## config.mk

```make
export PLATFORM = sky130hd
export DESIGN_NAME = base2_pow2_pipe_flat
export DESIGN_NICKNAME = d
export VERILOG_FILES = /design/src/rtl/base2_pow2_pipe_if.sv /design/src/rtl/base2_pow2_pipe.sv /design/src/flat_wrapper.sv
export SDC_FILE = /design/constraint.sdc
export NUM_CORES = 1
export LEC_CHECK = 0
export BUFFER_PORTS_ARGS = -buffer_cell sky130_fd_sc_hd__buf_4
export CAP_MARGIN = 20
export CORE_ASPECT_RATIO = 0.5
export CORE_MARGIN = 1.5
export CORE_UTILIZATION = 29
export CTS_CLUSTER_DIAMETER = 50
export DETAILED_ROUTE_END_ITERATION = 12
export GPL_TIMING_DRIVEN = 0
export PLACE_DENSITY = 0.51
export REMOVE_ABC_BUFFERS = 1
export SETUP_SLACK_MARGIN = 0.1
export SLEW_MARGIN = 10
export SYNTH_ARGS = -nofsm -noshare
export SYNTH_HDL_FRONTEND = slang
export SYNTH_SLANG_ARGS = --single-unit
```

## constraint.sdc

```tcl
create_clock -name clk -period 1.8 [get_ports clk]
set_input_delay 0.18 -clock clk [delete_from_list [all_inputs] [get_ports clk]]
set_output_delay 0.18 -clock clk [all_outputs]
set_load 0.005 [all_outputs]
```

## src/rtl/base2_pow2_pipe_if.sv

```systemverilog
// Stream bundle for the power-of-two quantiser: operand vector in, (K, 2**K, flags) vector out.
// "slave" is the quantiser's view of the bundle; "master" is the producer/consumer side.
interface base2_pow2_pipe_if #(
  parameter int WIDTH      = 16,
  parameter int LOG2_WIDTH = 4,
  parameter int LANES      = 4
);
  logic                        in_valid;
  logic                        in_ready;
  logic                        in_mode;
  logic [LANES*WIDTH-1:0]      in_data;
  logic                        out_valid;
  logic                        out_ready;
  logic [LANES*LOG2_WIDTH-1:0] out_k;
  logic [LANES*WIDTH-1:0]      out_pow2;
  logic [LANES-1:0]            out_zero;
  logic [LANES-1:0]            out_sat;

  modport slave (
    input  in_valid, in_mode, in_data, out_ready,
    output in_ready, out_valid, out_k, out_pow2, out_zero, out_sat
  );

  modport master (
    output in_valid, in_mode, in_data, out_ready,
    input  in_ready, out_valid, out_k, out_pow2, out_zero, out_sat
  );
endinterface

```

## src/rtl/base2_pow2_pipe.sv

```systemverilog
// Multi-lane leading-one quantiser: S1 finds K and the bit below it, S2 floors or rounds
// to a power of two with saturation at 2**(WIDTH-1). Two-stage elastic pipeline.
module base2_pow2_pipe #(
  parameter int WIDTH      = 16,
  parameter int LOG2_WIDTH = 4,
  parameter int LANES      = 4
) (
  input  logic               clk,
  input  logic               rst,
  base2_pow2_pipe_if.slave   bus
);

  logic s1_valid_d, s1_valid_q;
  logic s2_valid_d, s2_valid_q;
  logic s1_mode_d, s1_mode_q;
  logic s1_load, s2_load;
  logic s1_en, s2_en;

  // A stage may take new data when empty or when its contents move on this cycle.
  always_comb begin
    s2_load    = !s2_valid_q || bus.out_ready;
    s1_load    = !s1_valid_q || s2_load;
    s1_en      = s1_load && bus.in_valid;
    s2_en      = s2_load && s1_valid_q;
    s1_valid_d = s1_load ? bus.in_valid : s1_valid_q;
    s2_valid_d = s2_load ? s1_valid_q : s2_valid_q;
    s1_mode_d  = s1_en ? bus.in_mode : s1_mode_q;
  end

  always_ff @(posedge clk) begin
    if (rst) begin
      s1_valid_q <= 1'b0;
      s2_valid_q <= 1'b0;
      s1_mode_q  <= 1'b0;
    end else begin
      s1_valid_q <= s1_valid_d;
      s2_valid_q <= s2_valid_d;
      s1_mode_q  <= s1_mode_d;
    end
  end

  assign bus.in_ready  = s1_load;
  assign bus.out_valid = s2_valid_q;

  for (genvar gi = 0; gi < LANES; gi++) begin : g_lane
    logic [WIDTH-1:0]      op;
    logic [LOG2_WIDTH-1:0] s1_k_d, s1_k_q;
    logic                  s1_zero_d, s1_zero_q;
    logic                  s1_rbit_d, s1_rbit_q;
    logic [LOG2_WIDTH:0]   kr;
    logic [LOG2_WIDTH-1:0] out_k_d, out_k_q;
    logic [WIDTH-1:0]      out_pow2_d, out_pow2_q;
    logic                  out_zero_d, out_zero_q;
    logic                  out_sat_d, out_sat_q;

    assign op = bus.in_data[gi*WIDTH +: WIDTH];

    always_comb begin
      s1_k_d    = s1_k_q;
      s1_zero_d = s1_zero_q;
      s1_rbit_d = s1_rbit_q;
      if (s1_en) begin
        s1_k_d    = '0;
        s1_rbit_d = 1'b0;
        s1_zero_d = (op == '0);
        // Ascending scan: the last set bit seen is the leading one.
        for (int i = 1; i < WIDTH; i++) begin
          if (op[i]) begin
            s1_k_d    = LOG2_WIDTH'(i);
            s1_rbit_d = op[i-1];
          end
        end
      end
    end

    // Kr is one bit wider than K so that K = WIDTH-1 plus a round bit is seen as overflow.
    always_comb begin
      kr         = {1'b0, s1_k_q} + {{LOG2_WIDTH{1'b0}}, s1_mode_q & s1_rbit_q};
      out_k_d    = out_k_q;
      out_pow2_d = out_pow2_q;
      out_zero_d = out_zero_q;
      out_sat_d  = out_sat_q;
      if (s2_en) begin
        out_zero_d = s1_zero_q;
        out_sat_d  = 1'b0;
        if (s1_zero_q) begin
          out_k_d    = '0;
          out_pow2_d = '0;
        end else if (kr == (LOG2_WIDTH+1)'(WIDTH)) begin
          out_k_d    = LOG2_WIDTH'(WIDTH-1);
          out_pow2_d = WIDTH'(1) << (WIDTH-1);
          out_sat_d  = 1'b1;
        end else begin
          out_k_d    = kr[LOG2_WIDTH-1:0];
          out_pow2_d = WIDTH'(1) << kr;
        end
      end
    end

    always_ff @(posedge clk) begin
      if (rst) begin
        s1_k_q     <= '0;
        s1_zero_q  <= 1'b0;
        s1_rbit_q  <= 1'b0;
        out_k_q    <= '0;
        out_pow2_q <= '0;
        out_zero_q <= 1'b0;
        out_sat_q  <= 1'b0;
      end else begin
        s1_k_q     <= s1_k_d;
        s1_zero_q  <= s1_zero_d;
        s1_rbit_q  <= s1_rbit_d;
        out_k_q    <= out_k_d;
        out_pow2_q <= out_pow2_d;
        out_zero_q <= out_zero_d;
        out_sat_q  <= out_sat_d;
      end
    end

    assign bus.out_k[gi*LOG2_WIDTH +: LOG2_WIDTH] = out_k_q;
    assign bus.out_pow2[gi*WIDTH +: WIDTH]        = out_pow2_q;
    assign bus.out_zero[gi]                       = out_zero_q;
    assign bus.out_sat[gi]                        = out_sat_q;
  end

endmodule
```

## src/flat_wrapper.sv

```systemverilog
// flat-port wrapper written by rule: the top's interface ports become plain ports
module base2_pow2_pipe_flat 
#(
  parameter int WIDTH      = 16,
  parameter int LOG2_WIDTH = 4,
  parameter int LANES      = 4
)
  (clk, rst, bus_in_valid, bus_in_mode, bus_in_data, bus_out_ready, bus_in_ready, bus_out_valid, bus_out_k, bus_out_pow2, bus_out_zero, bus_out_sat);
  base2_pow2_pipe_if #(.WIDTH(WIDTH), .LOG2_WIDTH(LOG2_WIDTH), .LANES(LANES)) bus_i ();
  input  logic clk;
  input  logic rst;
  input wire logic [$bits(bus_i.in_valid)-1:0] bus_in_valid;
  input wire logic [$bits(bus_i.in_mode)-1:0] bus_in_mode;
  input wire logic [$bits(bus_i.in_data)-1:0] bus_in_data;
  input wire logic [$bits(bus_i.out_ready)-1:0] bus_out_ready;
  output wire logic [$bits(bus_i.in_ready)-1:0] bus_in_ready;
  output wire logic [$bits(bus_i.out_valid)-1:0] bus_out_valid;
  output wire logic [$bits(bus_i.out_k)-1:0] bus_out_k;
  output wire logic [$bits(bus_i.out_pow2)-1:0] bus_out_pow2;
  output wire logic [$bits(bus_i.out_zero)-1:0] bus_out_zero;
  output wire logic [$bits(bus_i.out_sat)-1:0] bus_out_sat;
  assign bus_i.in_valid = bus_in_valid;
  assign bus_i.in_mode = bus_in_mode;
  assign bus_i.in_data = bus_in_data;
  assign bus_i.out_ready = bus_out_ready;
  assign bus_in_ready = bus_i.in_ready;
  assign bus_out_valid = bus_i.out_valid;
  assign bus_out_k = bus_i.out_k;
  assign bus_out_pow2 = bus_i.out_pow2;
  assign bus_out_zero = bus_i.out_zero;
  assign bus_out_sat = bus_i.out_sat;
  base2_pow2_pipe #(.WIDTH(WIDTH), .LOG2_WIDTH(LOG2_WIDTH), .LANES(LANES)) u_core (.clk(clk), .rst(rst), .bus(bus_i));
endmodule
```

==> After elaboration in Yosys (flattened, before gate mapping) <==
Index checks and enable logic that the tools add are counted.
{ "totals": {"reg_bits": 115, "wordCells": 201, "in_bits": 69, "out_inout_bits": 90} }
{ "classes": {"reduce_logical": 10, "eq_ne": 4, "bitwise": 4, "addsub": 4, "n_mux": 144, "shifts": 4} }
{ "op_table": {"columns": ["op", "count"], "rows": [
  ["$mux W4", 40],
  ["$mux W16", 8],
  ["$mux W1", 72],
  ["$logic_not A16 Y1", 4],
  ["$shl A1 B5 Y16 const A", 4],
  ["$mux W3", 16],
  ["$add A4 B1 Y5", 4],
  ["$eq A5 B5 Y1 const B", 4],
  ["$mux W2", 8],
  ["$and A1 B1 Y1", 4],
  ["$logic_and A1 B1 Y1", 2],
  ["$logic_not A1 Y1", 2],
  ["$logic_or A1 B1 Y1", 2]
]} }

==> Depth between registers and ports, before layout <==
{ "depth": {"ltp_word": 15, "mapped_depth": 8, "depth_no_buf": 8} }

==> Worst setup path before layout <==
No wires, ideal clock.
{ "synth_timing": {"path_type": "reg-to-reg", "from": "register u_core.s1_mode_q", "to": "register u_core.g_lane[0].out_sat_q", "setup_time_ps": 70, "synth_period_minus_slack_ps": 1954, "setup_slack_ps": -154, "path_stages_with_launch": 8, "required_ps": 1730, "arrival_ps": 1884, "path_buffers": 0, "path_cell_list": "dfxtp_1 -> and2_1 -> ha_1 -> ha_1 -> nor2_1 -> nand3_1 -> or3_1 -> a21oi_1"} }
{ "synth_via": {"elab_chain_len": 5} }
{ "synth_lines": {"columns": ["item", "line_no", "rtl"], "rows": [
  ["start: declaration", "base2_pow2_pipe.sv:15", "logic s1_mode_d, s1_mode_q;"],
  ["start signal: assignment", "base2_pow2_pipe.sv:38", "s1_mode_q <= s1_mode_d;"],
  ["$and A1 B1 Y1", "base2_pow2_pipe.sv:78", "kr = {1'b0, s1_k_q} + {{LOG2_WIDTH{1'b0}}, s1_mode_q & s1_rbit_q};"],
  ["$add A4 B1 Y5", "base2_pow2_pipe.sv:78", null],
  ["$eq A5 B5 Y1", "base2_pow2_pipe.sv:89", "end else if (kr == (LOG2_WIDTH+1)'(WIDTH)) begin"],
  ["$mux W1", "base2_pow2_pipe.sv:89", null],
  ["$mux W1", "base2_pow2_pipe.sv:86", "if (s1_zero_q) begin"],
  ["end signal: assignment", "base2_pow2_pipe.sv:116", "out_sat_q <= out_sat_d;"],
  ["end: declaration", "base2_pow2_pipe.sv:54", "logic out_sat_d, out_sat_q;"]
]} }
Every way passes these cells.
A chain may end at the register's enable or synchronous reset.

==> Worst setup path in the final report <==
{ "layout_timing": {"from": "register u_core.s1_mode_q", "to": "register u_core.g_lane[2].out_pow2_q[15]"} }
{ "layout_via": {"elab_chain_len": 5, "elab_cells_between_ends": 6, "cone_classes": "1 x add/sub; 1 x eq/ne; 1 x shift; 2 x mux; 1 x bitwise"} }
{ "layout_lines": {"columns": ["item", "line_no", "rtl"], "rows": [
  ["$and A1 B1 Y1 *", "base2_pow2_pipe.sv:78", null],
  ["$add A4 B1 Y5 *", "base2_pow2_pipe.sv:78", null],
  ["$eq A5 B5 Y1 or $shl A1 B5 Y16 (tied branches)", "base2_pow2_pipe.sv:89, base2_pow2_pipe.sv:95", null],
  ["$mux W16 *", "base2_pow2_pipe.sv:89", null],
  ["$mux W16 *", "base2_pow2_pipe.sv:86", null],
  ["end signal: assignment", "base2_pow2_pipe.sv:114", "out_pow2_q <= out_pow2_d;"],
  ["end: declaration", "base2_pow2_pipe.sv:52", "logic [WIDTH-1:0] out_pow2_d, out_pow2_q;"]
]} }
Mark *: on every way between the ends. The rest lies on a longest branch, timed or not.

==> results.py <==
metrics = {
    "outcome": {
        "outcome": "finished with violations",
        "violations": "setup timing",
    },
    "synth": {
        "yosysTopAreaCell": "dfxtp_1",
        "async_flop_share_pct": 0,
        "synth_top_cell_area_share_pct": 39.9,
        "synth-main-ff-cell": "dfxtp_1",
        "synth_area_sq_um": 5770,
        "ys_seq_elements": 115,
        "ys_types": 63,
        "synthTopCellsByArea": "dfxtp_1, a21oi_1, nor2_1, a22oi_1, nand2_1",
        "syn_area_per_cell_sq_um": 8.22,
        "yosysWarnings": 0,
        "synth_cells": 702,
        "synth_edf_count": 0,
        "yosysSeqAreaShare_pct": 39.9,
    },
    "finish": {
        "synthToLayoutAreaGrowth_pct": 52.3,
        "final_cells": 1147,
        "drive_above_1_share_pct": 37.9,
        "layout.nets": 945,
        "insertedDiodeCount": 0,
    },
    "floorplan": {
        "core_sq_um": 19500,
        "dieArea_sq_um": 20800,
        "start_util_pct": 29.7,
        "die_w_um": 202,
        "rows": 36,
        "ios": 159,
        "dieHeight_um": 103,
    },
    "timing": {
        "tightest_slew_ns": 0.771,
        "slew_headroom_pct": 48.6,
        "setup_ws_ns": -0.0928,
        "fin_crit_sh_pct": 105,
        "rsz0062_at_grt": "true",
        "fmaxAchievable_ghz": 0.528,
        "slew_viol_final": 0,
        "skew_ns": 0.0128,
        "fin_crit_ns": 1.89,
        "setup_viol": 13,
        "final_hold_viol_count": 0,
    },
    "flow_run": {
        "maxCapViolCount": 0,
    },
    "power": {
        "power_density_nw_per_um2": 847,
        "p_leak_nw": 3.37,
        "ir_worst_vdd_v": 0.000496,
    },
    "cts": {
        "htreeDepth": 4,
        "cts_buffer_depth": 2,
        "path_clk_slew_ns": 0.05,
        "cts_tree": "yes",
        "cts_sinks": 115,
        "insertion_delay_ns": 0.41,
        "hold_buffers": 0,
        "cts_made_buffers": 17,
        "root_buffer": "clkbuf_16",
    },
    "global_route": {
        "first_global_vias": 5491,
        "grt_util_all_layers_pct": 17.2,
        "grt_pass1_wl_mm": 28.8,
        "gr-total-overflow": 0,
        "antenna_found_initial": 0,
        "grt_start_max_net_pins": 71,
    },
    "setup_path": {
        "endpoint_kind": "flip-flop",
        "crit_chain": "and2_4 -> ha_4 -> ha_4 -> xor2_1 -> nand4b_1 -> and2b_2 -> a32oi_1 -> a21oi_1",
        "critPathSlowestCell": "dfxtp_4",
        "required_ns": 2.04,
        "arrival_ns": 2.13,
        "crit_type": "reg -> reg",
        "crit_path_frequent_cell": "ha_4",
        "start_kind": "flip-flop",
        "r2r_slack_ns": -0.09,
        "cp_slowest_stage_delay_ns": 0.37,
        "cp_max_fo": 5,
    },
    "route": {
        "first_pass_iters": 5,
        "drtAntennaViolNets": 0,
        "route.detailed.drc": 0,
        "wl_per_cell_um": 16.2,
        "vias": 5884,
        "via_per_inst": 5.13,
        "drtIter0Drc": 202,
        "wl_mm": 18.6,
    },
    "placement": {
        "io_buffers": 158,
        "gp_congestion": 0.804,
        "post-place-ws_ns": -0.677,
        "place_inst": 1080,
        "hpwl_mm": 12.3,
    },
    "hold_path": {
        "hp-class": "in -> reg",
    },
}
-- worst max-delay path, delay by kind of cell (launching register included) --
kind	cells	cell delay [ns]
fa+ha+maj	2	0.33
xor+xnor	1	0.14
compound gates	2	0.29
flops	1	0.37
simple gates	3	0.60
-- synth_stat cells (13+ instances only) --
library cell	number
a21oi_1	86
o21ai_0	13
clkbuf_1	20
nand2_1	44
buf_2	18
nor2_1	103
dfxtp_1	115
nor3_1	14
a22oi_1	41
nor4_1	23
inv_1	26
nor2b_1	17
-- cell type report --
cell class | instances | area [sq um]
Clock buffer | 19 | 443
Clock inverter | 13 | 184
Fill cell | 1925 | 10700
Inverter | 26 | 97.6
Multi-Input combinational cell | 515 | 3870
Sequential cell | 115 | 2310
Tap cell | 266 | 333
Timing Repair Buffer | 193 | 1550
-- registers in the layout, indices dropped and copies added (netlist names) --
name / count
u_core.s1_valid_q: 1
u_core.g_lane.s1_rbit_q: 4
u_core.g_lane.out_zero_q: 4
u_core.g_lane.s1_zero_q: 4
u_core.g_lane.out_pow2_q: 64
u_core.g_lane.out_k_q: 16
u_core.g_lane.out_sat_q: 4
u_core.s1_mode_q: 1
u_core.g_lane.s1_k_q: 16
u_core.bus.out_valid: 1
-- metal layers --
| metal | part of all wire (%) | GRT usage [%] | vias up |
|---|---|---|---|
| met3 | 3.1 | 2.97 | 17 |
| li1 | - | - | 2926 |
| met1 | 48 | 23.0 | 2824 |
| met2 | 48 | 28.7 | 117 |
| met4 | 1.0 | 5.07 | 0 |
| met5 | 0 | 0 | - |
-- logic make-up (layout without fill, tap and decap cells) --
| kind of cell | count (synthesis) | after routing | synth area share, % |
|---|---|---|---|
| adder cells (fa/ha/maj) | 8 | 8 | 1.73 |
| AO/OA/AOI/OAI | 212 | 212 | 24.0 |
| buffers and inverters | 74 | 251 | 5.81 |
| AND/OR/NAND/NOR | 282 | 284 | 26.2 |
| flip-flops | 115 | 115 | 39.9 |
| multiplexers | 1 | 1 | 0.173 |
| XOR/XNOR | 10 | 10 | 2.17 |
-- cells in the final DEF (no fill, tap or decap), types with 5 or more instances in the layout --
cell type	n
clkbuf_16	17
or3_1	6
o21bai_1	7
a21oi_1	78
o32ai_1	6
nand3b_1	6
nand4_1	7
a21oi_2	8
nand3_4	7
nor4_1	19
dfxtp_1	112
nand2b_1	7
xnor2_4	5
nor3_1	11
ha_4	8
nor4_4	9
nor2_4	7
o21ai_0	13
nor2b_1	12
nor2_1	95
a211oi_1	10
a31oi_1	6
a22oi_2	13
buf_4	184
nor3b_1	7
o31ai_1	6
nand2_1	39
a32oi_1	12
and2_4	5
a22oi_1	28
inv_1	26
-- path summary, 6_finish.rpt --
kind                              startpoint                              end  cells past startpoint
setup / recovery            u_core.s1_mode_q  u_core.g_lane[2].out_pow2_q[15]                      8
hold / removal                   bus_in_mode                 u_core.s1_mode_q                      3
setup reg to reg            u_core.s1_mode_q  u_core.g_lane[2].out_pow2_q[15]                      8
hold reg to reg   u_core.g_lane[1].out_sat_q       u_core.g_lane[1].out_sat_q                      2
-- power by group --
| part | switching, mW | internal [mW] | total (mW) | leakage, nW |
|---|---|---|---|---|
| clock | 1.26 | 2.35 | 3.61 | 0.299 |
| sequential | 0.102 | 2.62 | 2.73 | 0.936 |
| combinational | 0.589 | 0.511 | 1.10 | 2.13 |
| total | 1.95 | 5.49 | 7.44 | 3.37 |
-- stage by stage --
step                setup TNS (ns)  instance area [sq um]  hold slack (ns)  total power, mW  util, %
floorplan                    -1.01                   5530            0.249             3.15        -
global placement            -37.24                   7050            0.431             3.57     36.2
detailed placement          -31.66                   7100            0.437             3.59     36.5
CTS                         -0.228                   8330          0.00255             7.39     42.8
global route                 -3.38                   8790           0.0270             7.73     45.2
finish                      -0.457                   8790           0.0210             7.44     45.2
-- timing repair --
action / CTS / global route
endpoints found under the setup margin: 109 / 99
gates cloned: 2 / 1
setup buffers: 16 / 16
gates resized for setup: 86 / 54
pin swaps: 35 / 56
No activity file was read; power rests on OpenSTA's default activity.
